`src/rtl/trace_pkg.sv`:
```
// trace_pkg: shared width encodings, packer state enum and width-to-k mapping.
package trace_pkg;
  localparam logic [1:0] TW_1BIT = 2'd0;
  localparam logic [1:0] TW_2BIT = 2'd1;
  localparam logic [1:0] TW_4BIT = 2'd2;
  typedef enum logic [2:0] {IDLE, REQ, WAIT, CAPTURE, EMIT} pack_state_t;
  function automatic logic [2:0] widthToK(input logic [1:0] w);
    return (w == TW_1BIT) ? 3'd1 : (w == TW_2BIT) ? 3'd2 : 3'd4;
  endfunction
endpackage

```
`src/rtl/trace_bit_packer.sv`:
```
// trace_bit_packer: LSB-first shift register of k-bit samples; full flags that the current load completes the byte.
module trace_bit_packer (
  input  logic       clk,
  input  logic       rst,
  input  logic       load,
  input  logic [2:0] k,
  input  logic [3:0] din,
  input  logic       clear,
  output logic [7:0] byteVal,
  output logic       full,
  output logic       empty
);
  logic [3:0] bitCnt;
  logic [3:0] mask;
  logic [7:0] ins;
  always_comb begin
    mask = (k == 3'd1) ? 4'h1 : (k == 3'd2) ? 4'h3 : 4'hF;
    ins = {4'b0, din & mask} << bitCnt;
    full = (bitCnt + {1'b0, k}) == 4'd8;
    empty = bitCnt == 4'd0;
  end
  always_ff @(posedge clk or posedge rst)
    if (rst) begin
      byteVal <= 8'h00;
      bitCnt <= 4'd0;
    end else if (clear) begin
      byteVal <= 8'h00;
      bitCnt <= 4'd0;
    end else if (load) begin
      byteVal <= byteVal | ins;
      bitCnt <= bitCnt + {1'b0, k};
    end
endmodule

```
`src/rtl/trace_pack_ctrl.sv`:
```
// trace_pack_ctrl: fetch sequencer and byte handshake for the trace bit packer.
// Optional TRACE_PACK_STATS_EN adds a saturating byteCount of accepted bytes.
module trace_pack_ctrl
  import trace_pkg::*;
#(
  parameter int MAX_BUS_WIDTH = 4
) (
  input  logic                     clk,
  input  logic                     rst,
  input  logic                     enable,
  input  logic [1:0]               width,
  input  logic                     dAvail,
  input  logic [MAX_BUS_WIDTH-1:0] dIn,
  input  logic                     byteReady,
  output logic                     dNext,
  output logic [7:0]               byteOut,
  output logic                     byteValid
`ifdef TRACE_PACK_STATS_EN
  ,
  output logic [15:0]              byteCount
`endif
);
  pack_state_t state;
  logic [2:0] kLat;
  logic load, clear, full, empty;
  assign load = state == CAPTURE;
  assign clear = (state == IDLE && !enable) || (state == EMIT && byteReady);
  trace_bit_packer u_packer (
    .clk(clk),
    .rst(rst),
    .load(load),
    .k(kLat),
    .din(dIn[3:0]),
    .clear(clear),
    .byteVal(byteOut),
    .full(full),
    .empty(empty)
  );
  // Width only moves at a byte boundary so a byte never mixes sample sizes.
  always_ff @(posedge clk or posedge rst)
    if (rst) begin
      state <= IDLE;
      dNext <= 1'b0;
      byteValid <= 1'b0;
      kLat <= 3'd1;
    end else begin
      case (state)
        IDLE: begin
          if (empty) kLat <= widthToK(width);
          if (enable && dAvail) begin
            state <= REQ;
            dNext <= 1'b1;
          end
        end
        REQ: begin
          dNext <= 1'b0;
          state <= WAIT;
        end
        WAIT: state <= CAPTURE;
        CAPTURE: begin
          state <= full ? EMIT : IDLE;
          byteValid <= full;
        end
        EMIT: if (byteReady) begin
          byteValid <= 1'b0;
          state <= IDLE;
        end
        default: state <= IDLE;
      endcase
    end
`ifdef TRACE_PACK_STATS_EN
  always_ff @(posedge clk or posedge rst)
    if (rst) byteCount <= 16'd0;
    else if (byteValid && byteReady && byteCount != 16'hFFFF) byteCount <= byteCount + 16'd1;
`endif
endmodule

```
`config.mk`:
```
export PLATFORM = sky130hd
export DESIGN_NAME = trace_pack_ctrl
export DESIGN_NICKNAME = d
export VERILOG_FILES = /design/src/rtl/trace_pkg.sv /design/src/rtl/trace_bit_packer.sv /design/src/rtl/trace_pack_ctrl.sv
export SDC_FILE = /design/constraint.sdc
export NUM_CORES = 1
export LEC_CHECK = 0
export ABC_AREA = 1
export BUFFER_PORTS_ARGS = -buffer_cell sky130_fd_sc_hd__clkbuf_2
export CORE_ASPECT_RATIO = 1.4
export CORE_MARGIN = 2
export CORE_UTILIZATION = 25
export DETAILED_ROUTE_END_ITERATION = 8
export SETUP_SLACK_MARGIN = 0.3
export SLEW_MARGIN = 20
export SYNTH_ARGS = -nofsm -noshare
export SYNTH_HDL_FRONTEND = slang
export SYNTH_SLANG_ARGS = --single-unit
```
`constraint.sdc`:
```
create_clock -name clk -period 3.1 [get_ports clk]
set_input_delay 0.465 -clock clk [delete_from_list [all_inputs] [get_ports clk]]
set_output_delay 0.465 -clock clk [all_outputs]
set_load 0.01 [all_outputs]
```
==> After elaboration in Yosys (flattened, before gate mapping) <==
Index checks and enable logic that the tools add are counted.
W data, S select, Z words.
{ "classes": {"add_sub_neg": 1, "eq_ne": 10, "n_shift": 1, "muxes": 16, "bitwise": 2, "reduce_logical": 15} }
{ "ops": {"columns": ["op", "count"], "rows": [
  ["$mux W4", 4],
  ["$mux W8", 2],
  ["$mux W3", 5],
  ["$pmux W3 S5", 1],
  ["$eq A3 B2 Y1 const B", 3],
  ["$or A8 B8 Y8", 1],
  ["$reduce_and A2 Y1", 4],
  ["$shl A4 B4 Y8", 1],
  ["$eq A3 B1 Y1 const B", 2],
  ["$reduce_bool A2 Y1", 3],
  ["$add A4 B3 Y4", 1],
  ["$and A4 B4 Y4", 1],
  ["$eq A4 B4 Y1 const B", 1],
  ["$logic_not A4 Y1", 1],
  ["$pmux W1 S2", 2],
  ["$eq A3 B3 Y1 const B", 1],
  ["$logic_and A1 B1 Y1", 3],
  ["$logic_not A3 Y1", 1],
  ["$eq A2 B1 Y1 const B", 1],
  ["$logic_not A2 Y1", 1],
  ["$mux W1", 2],
  ["$ne A2 B1 Y1 const B", 1],
  ["$ne A2 B2 Y1 const B", 1],
  ["$logic_not A1 Y1", 1],
  ["$logic_or A1 B1 Y1", 1]
]} }
{ "totals": {"ff_bits": 20, "input_bits": 11, "out_inout_bits": 10, "wordCells": 51} }

==> Depth between registers and ports, before layout <==
Gate-level depths: netlist (run 1).
{ "depth": {"word_depth": 8, "depth_mapped": 10, "ltp_nobuf": 10} }

==> Cells and area by module <==
A second synthesis (run 1) with hierarchy kept.
{ "hier_totals": {"hier_cells": 152, "area_unflattened_um2": 1168.6} }
{ "modules_own_cells": {"columns": ["mod", "instances", "cells_per_inst", "area_per_inst_um2", "seq_area_each_um2"], "rows": [
  ["trace_bit_packer", 1, 104, 780.7, 300.3],
  ["trace_pack_ctrl", 1, 48, 387.9, 201.4]
]} }

==> Least setup slack after synthesis (run 1) <==
No wires, ideal clock.
{ "synth_path": {"path_kind": "register -> register", "startpoint": "reg kLat[0]", "endpoint": "reg state[2]", "setup_time_ns": 0.066, "arrival_ns": 1.563, "required_time_ns": 3.034, "path_slack_ns": 1.471, "stages_incl_launch_ff": 9, "n_path_buf": 0, "period_less_slack_ns": 1.629, "path_cell_list": "dfstp_2 > ha_1 > inv_1 > fa_1 > xor2_1 > nand2_1 > nor2_1 > nand3_1 > nand2_1"} }
{ "synth_between": {"elab_chain_len": 4} }
{ "synth_lines": {"columns": ["element", "line_no", "source"], "rows": [
  ["start: declaration", "trace_pack_ctrl.sv:24", "logic [2:0] kLat;"],
  ["start signal: assignment", "trace_pack_ctrl.sv:49", "if (empty) kLat <= widthToK(width);"],
  ["$add A4 B3 Y4", "trace_bit_packer.sv:19", "full = (bitCnt + {1'b0, k}) == 4'd8;"],
  ["$eq A4 B4 Y1", "trace_bit_packer.sv:19", null],
  ["$mux W3", "trace_pack_ctrl.sv:61", "state <= full ? EMIT : IDLE;"],
  ["$pmux W3 S5", "trace_pack_ctrl.sv:47", "case (state)"],
  ["end signal: assignment", "trace_pack_ctrl.sv:61", null],
  ["end: declaration", "trace_pack_ctrl.sv:23", "pack_state_t state;"]
]} }
No other way between the ends.
A chain may end at the register's enable or synchronous reset.

==> Final worst setup path (run 1) <==
Ends and elaborated chain as after synthesis.

==> metrics.cfg, run 1 <==
[clocking]
cts_tree = built
clockBufferDepth = 2
numCtsBuffers = 3
hold_buffers = 0
cts_root_buffer = clkbuf_8
clk_latency_ns = 0.26
path_clk_slew_ns = 0.08
clock-sinks = 20
post_cts_resized = 0
cts_setup_buffers = 0
htree_levels = 1

[yosys]
ys_seq_elements = 20
synth_cell_types = 27
synth_xor_xnor_area_share_pct = 1.49
synth_edf_count = 0
synth.cell_area_sq_um = 1180
ys.flop_type = dfrtp_1
async_flop_share_pct = 100
yosysMostFrequentCell = nand2_1
synthTopCellsByArea = dfrtp_1, nand2_1, inv_1
synth-warning-count = 0
avgSynthCellArea_sq_um = 8.00
synth_top_area_share_pct = 40.4
synth_compound_area_share_pct = 8.09
synth_area_leader_cell = dfrtp_1
synth_top_family_by_area = simple AND/OR/NAND/NOR gates
synth.net_count = 162
yosys.area_share.adder_pct = 4.89
ys_top_cells_by_count = nand2_1, inv_1, dfrtp_1
synthMuxAreaShare_pct = 0
syn_inst = 147
yosys.area_share.simple_pct = 34.1
ys_seq_area_share_pct = 42.7

[sta]
finalCriticalPeriod_ns = 1.75
fmax_mhz = 571
worst_slew_pin_slew_ns = 0.774
fin_skew_ns = 0.00289
grt_setup_unrepaired = false
setup_viol_count_final = 0
slew_violations = 0
relSlewSlack_pct = 48.3
finalHoldViolCount = 0
finalCritPeriodShare_pct = 56.5
fin_tns_setup_ns = 0

[detailed_routing]
postRouteWirelength_mm = 2.44
drcViolationCount = 0
drt_iter0_markers = 22
viasPerCell = 4.25
ant_nets = 0
wl_per_cell_um = 10.5
drt-pass1-iter-count = 4
vias = 987

[critical_path]
critPathCaptureType = flop
timing.rr.start = kLat[0]
rr_worst_depth = 8
r2r_end = state[2]
crit_type = flop to flop
worstPathArrival_ns = 1.96
worstSetupStartpoint = kLat[0]
worst_ep_required_time_ns = 3.31
cp-start-kind = flop
path_max_fanout = 4
regToRegSetupSlack_ns = 1.35

[grt]
grt_max_degree = 21
grt_pass1_vias = 931
grt_overflow = 0
grt_pass1_wl_mm = 4.10
grt_usage_pct = 10.4
antenna_found_initial = 0

[floorplanning]
pin_count = 21
core_area_sq_um = 4540
start_util_pct = 25.9
die_w_um = 62.0
die_y_um = 85.2
row_count = 29
die_area_sq_um = 5280

[layout]
final_layout_size_suffix_gt1_share_pct = 21.8
final_cell_area_sq_um = 1390
nNetsFinal = 186
antenna_cells = 0
syn2layout_area_growth_pct = 18.5
fillerInstances = 496

[run_status]
status = completed

[pwr]
ir_drop_mv = 0.287
p_leak_nw = 0.735
p_per_area_nw_per_um2 = 965
p_total_mw = 1.34

[placement]
place_congestion = 0.787
dpl.hpwl_mm = 1.97
port_buffers = 20
dpl_cell_area_sq_um = 1350

[job]
cap_violations = 0

[worst_hold_path]
hold_path.class = primary input to async pin

-- stage by stage --
step | instances | util [%] | setup slack (ns) | hold slack, ns
final | 232 | 30.7 | 1.35 | 0.312
after global routing | 232 | 30.7 | 1.23 | 0.378
after CTS | 232 | 30.7 | 1.35 | 0.354
after detailed placement | 228 | 29.7 | 1.37 | 0.487
after global placement | 228 | 29.7 | 1.41 | 0.482
after floorplan | 147 | - | 1.47 | 0.428
-- layer usage --
metal	part of all wire [%]	GRT usage [%]
met1	45	12.4
met4	2.1	4.64
met2	50	17.5
met5	0	0
met3	3.4	1.98
-- registers in the layout, indices dropped and copies added, names as in the netlist --
name,flops
kLat,3
byteValid,1
state,3
dNext,1
u_packer.bitCnt,4
u_packer.byteVal,8
-- kinds of logic (layout without fill, tap and decap cells) --
kind of cell | count (synthesis) | in the layout
XOR/XNOR | 2 | 2
adder cells (fa/ha/maj) | 4 | 4
AND/OR/NAND/NOR | 77 | 77
buffers and inverters | 27 | 50
flip-flops | 20 | 20
AO/OA/AOI/OAI | 17 | 17
-- report_power, final --
group | switching, mW | internal, mW | total (mW) | leakage, nW
combinational | 0.425 | 0.263 | 0.688 | 0.456
sequential | 0.102 | 0.372 | 0.474 | 0.256
clock | 0.0906 | 0.0918 | 0.182 | 0.0228
total | 0.617 | 0.727 | 1.34 | 0.735
-- how the worst max path moves through the flow --
| stage | endpoint | cells after the start |
|---|---|---|
| 3_3_place_gp | state[2] | 8 |
| 3_5_place_dp | byteValid | 8 |
| 2_1_floorplan | state[2] | 8 |
| 6_report | state[2] | 8 |
| 5_1_grt | byteValid | 8 |
| 4_1_cts | byteValid | 8 |
-- area by class of cell --
cell class / instances / area (sq um) / share of cell area (%)
Clock buffer: 4 / 45.0 / 3.23
Inverter: 26 / 97.6 / 7.00
Multi-Input combinational cell: 100 / 572 / 41.0
Sequential cell: 20 / 502 / 36.0
Tap cell: 62 / 77.6 / 5.57
Timing Repair Buffer: 20 / 100 / 7.18
-- placed cells by master (no fill, tap or decap), drive strengths merged --
master / netlist / layout
nor4: 1 / 1
inv: 26 / 26
nor3: 1 / 1
ha: 3 / 3
nor2: 16 / 16
nand3b: 2 / 2
dfstp: 1 / 1
o21ai: 2 / 2
nand2: 35 / 35
and3: 1 / 1
o22ai: 5 / 5
xor2: 2 / 2
a21oi: 10 / 10
nand4: 4 / 4
clkbuf: 0 / 24
dfrtp: 19 / 19
fa: 1 / 1
nand3: 17 / 17
-- worst max-delay path, stage by stage (launching register included) --
cell	delay, ns
dfstp_2	0.56
ha_1	0.17
inv_1	0.05
fa_1	0.37
xor2_1	0.21
nand2_1	0.07
nor2_1	0.08
nand3_1	0.11
nand2_1	0.07
Note: power is estimated with default switching activity, not from simulation.
==> run 2, diff against run 1 <==
- ABC_AREA: 1 -> 0
- clock period: 3.1 -> 1.5 ns (I/O delays scaled with it)
==> run 2 against run 1 <==
Compared with the run above:
- the flow now finishes with violations (setup timing)
- hold slack lost 0.16 ns
- non-clock buffer count grew 38
- worst setup slack lost 1.5 ns
- flip-flop and latch count is the same
- utilization grew 11 points
- synthesized area shrank 2.4%
- die area shrank 2.3%
- via count grew 8.3%
- largest power group unchanged
- highest routed layer unchanged
==> metrics.cfg, run 2 <==
[run_status]
status = finished, violations left
violations = setup timing

[job]
cap_violations = 0  ; unchanged

[yosys]
ys_seq_area_share_pct = 43.7  ; +1.1 points
synthTopCellsByArea = dfrtp_1, ha_1, nand2_1
synth_cell_types = 45  ; +67%
ys_seq_elements = 20  ; unchanged
avgSynthCellArea_sq_um = 10.2  ; +27%
ys.flop_type = dfrtp_1
synth_edf_count = 0  ; unchanged
synth-warning-count = 0  ; unchanged
async_flop_share_pct = 100  ; unchanged
synth.cell_area_sq_um = 1150  ; -2.4%
syn_inst = 113  ; -23%
ys_top_cells_by_count = dfrtp_1, nand2_1, inv_1
yosysMostFrequentCell = dfrtp_1
synth.net_count = 128  ; -21%
synth_top_area_share_pct = 41.4  ; +1.0 points
synth_area_leader_cell = dfrtp_1

[layout]
final_common_cell = buf_4
nNetsFinal = 186  ; unchanged
final_layout_size_suffix_gt1_share_pct = 58.8  ; +37 points
syn2layout_area_growth_pct = 61.8
fillerInstances = 420  ; -15%
final_cells = 232  ; unchanged
multiInputGateArea_sq_um = 751  ; +31%
regArea_sq_um = 509  ; +1.5%
post-route-util_pct = 41.6  ; +11 points
largest_reg_flops = 8  ; unchanged
layout_common_cells = buf_4, clkbuf_2, dfrtp_1
largestRegisters = u_packer.byteVal x8, u_packer.bitCnt x4
regMostFlops = u_packer.byteVal
final_cell_area_sq_um = 1860  ; +33%
antenna_cells = 0  ; unchanged

[critical_path]
slowest_delay_ns = 0.57  ; about the same
crit_type = flop to flop
path_max_fanout = 3  ; -1
cp-start-kind = flop
worst_ep_required_time_ns = 1.68  ; -1.63 ns
timing.rr.start = kLat[0]
cpMaxStageDelayCell = dfstp_2
worstPathArrival_ns = 1.82  ; -0.14 ns
worstSetupStartpoint = kLat[0]
crit_chain = ha_4 -> inv_2 -> fa_2 -> xor2_2 -> nand4_1 -> o22ai_1
critPathCaptureType = flop

[floorplanning]
row_count = 29  ; unchanged
core_area_sq_um = 4460  ; -1.6%
pin_count = 21  ; unchanged
die_w_um = 61.3  ; -1.2%
start_util_pct = 25.7  ; -0.22 points
die_area_sq_um = 5150  ; -2.3%
die_y_um = 84.2  ; -1.2%

[detailed_routing]
postRouteWirelength_mm = 3.26  ; +33%
wl_per_cell_um = 14.0  ; +33%
ant_nets = 0  ; unchanged
drcViolationCount = 0  ; unchanged
vias = 1069  ; +8.3%
viasPerCell = 4.61  ; +8.3%
drt_iter0_markers = 17  ; -23%
drt-pass1-iter-count = 4  ; unchanged

[clocking]
htree_levels = 1  ; unchanged
cts_root_buffer = clkbuf_8
path_clk_slew_ns = 0.07  ; about the same
cts_tree = built
clock-sinks = 20  ; unchanged
numCtsBuffers = 3  ; unchanged
clk_latency_ns = 0.27  ; about the same
clockBufferDepth = 2  ; unchanged

[grt]
grt_overflow = 0  ; unchanged
grt_max_degree = 21  ; unchanged
grt_usage_pct = 13.6  ; +3.1 points
grt_pass1_wl_mm = 5.35  ; +30%
grt_pass1_vias = 1172  ; +26%
antenna_found_initial = 0  ; unchanged

[sta]
finalCritPeriodShare_pct = 109  ; +53 points
relSlewSlack_pct = 77.0  ; +29 points
finalHoldViolCount = 0  ; unchanged
slew_violations = 0  ; unchanged
fmax_mhz = 610  ; +6.8%
grt_setup_unrepaired = true
finalCriticalPeriod_ns = 1.64  ; -0.111 ns
worst_slew_pin_slew_ns = 0.345  ; -0.429 ns
fin_skew_ns = 0.00673  ; +0.00383 ns
setup_viol_count_final = 10  ; +10
fin_tns_setup_ns = -0.654  ; -0.654 ns
fin_ws_ns = -0.140  ; -1.49 ns

[pwr]
p_leak_nw = 0.829  ; +13%
p_per_area_nw_per_um2 = 1920  ; +99%
ir_drop_mv = 0.820  ; +190%

[worst_hold_path]
hold_path.class = primary input to flop
worstHoldStart = width[0]

[placement]
place_congestion = 0.808  ; +2.7%
port_buffers = 20  ; unchanged
dp_cells = 207  ; -9.2%
dpl.hpwl_mm = 2.10  ; +6.3%
dpl_cell_area_sq_um = 1440  ; +6.5%

==> run 2: cell types whose count changed in the layout (fill, tap and decap cells not counted), sizes merged, moves of 5 or more <==
cell / before / now
nor2: 16 / 5
a21oi: 10 / 5
nand2: 35 / 11
nand3: 17 / 6
inv: 26 / 6
o21ai: 2 / 9
buf: 0 / 37
==> run 2: area by class of cell <==
class                      instances  area share, %
tap                               62           4.18
inverter                           7           1.48
clock buffer                       4           2.43
sequential                        20           27.4
multi-input combinational         81           40.4
timing repair buffer              58           24.1
==> run 2: where the power goes <==
part	leakage, nW	switching (mW)	internal (mW)	total, mW
registers	0.251	0.224	0.759	0.983
clock network	0.0228	0.185	0.190	0.374
logic	0.555	1.01	1.20	2.21
==> run 2: timing repair <==
action,4_1_cts,5_1_grt
cloned,1,0
buffers inserted,12,7
endpoints found under the setup margin,17,18
hold endpoints to repair,19,0
hold buffers,1,0
gates resized for setup,25,24
pin swaps,20,18
==> run 2: path summary, 6_finish.rpt <==
kind	end	cells past startpoint	slack [ns]
setup reg to reg	state[2]	6	-0.14
max in group asynchronous	kLat[0]	4	0.71
hold / removal	kLat[0]	2	0.15
min in group asynchronous	dNext	4	0.51
hold reg to reg	u_packer.byteVal[1]	1	0.50
setup / recovery	state[2]	6	-0.14
==> run 2: cell families after synthesis <==
| group | Yosys count | synth area share (%) |
|---|---|---|
| DFF | 20 | 43.7 |
| adders and majority gates | 4 | 5.02 |
| AOI/OAI and AO/OA | 30 | 17.7 |
| xor gates and xnor gates | 4 | 3.05 |
| muxes | 4 | 4.03 |
| and+or+nand+nor | 39 | 21.0 |
| buffers and inverters | 12 | 5.45 |
==> run 2: stage by stage <==
stage	setup slack [ns]	hold slack [ns]	total power, mW
6_report	-0.140	0.148	3.57
5_1_grt	-0.224	0.140	3.82
4_1_cts	-0.133	0.139	3.16
3_5_place_dp	-0.142	0.250	2.41
3_3_place_gp	-0.0900	0.249	2.39
2_1_floorplan	-0.0672	0.188	1.85
==> run 2: critical path: cells and delay by family (launching register included) <==
family / cells / cell delay [ns]
compound gates: 1 / 0.17
simple gates: 1 / 0.13
xor+xnor: 1 / 0.17
buf+inv: 1 / 0.03
fa+ha+maj: 2 / 0.49
flops: 1 / 0.57
==> run 2: per-layer routing <==
metal  global-route usage (%)  routed length (um)  vias up
met5                        0                   0        -
met4                     4.74                  51        0
met3                     1.23                  79        5
met2                     23.5                1850       18
met1                     17.0                1280      521
li1                         -                   -      525
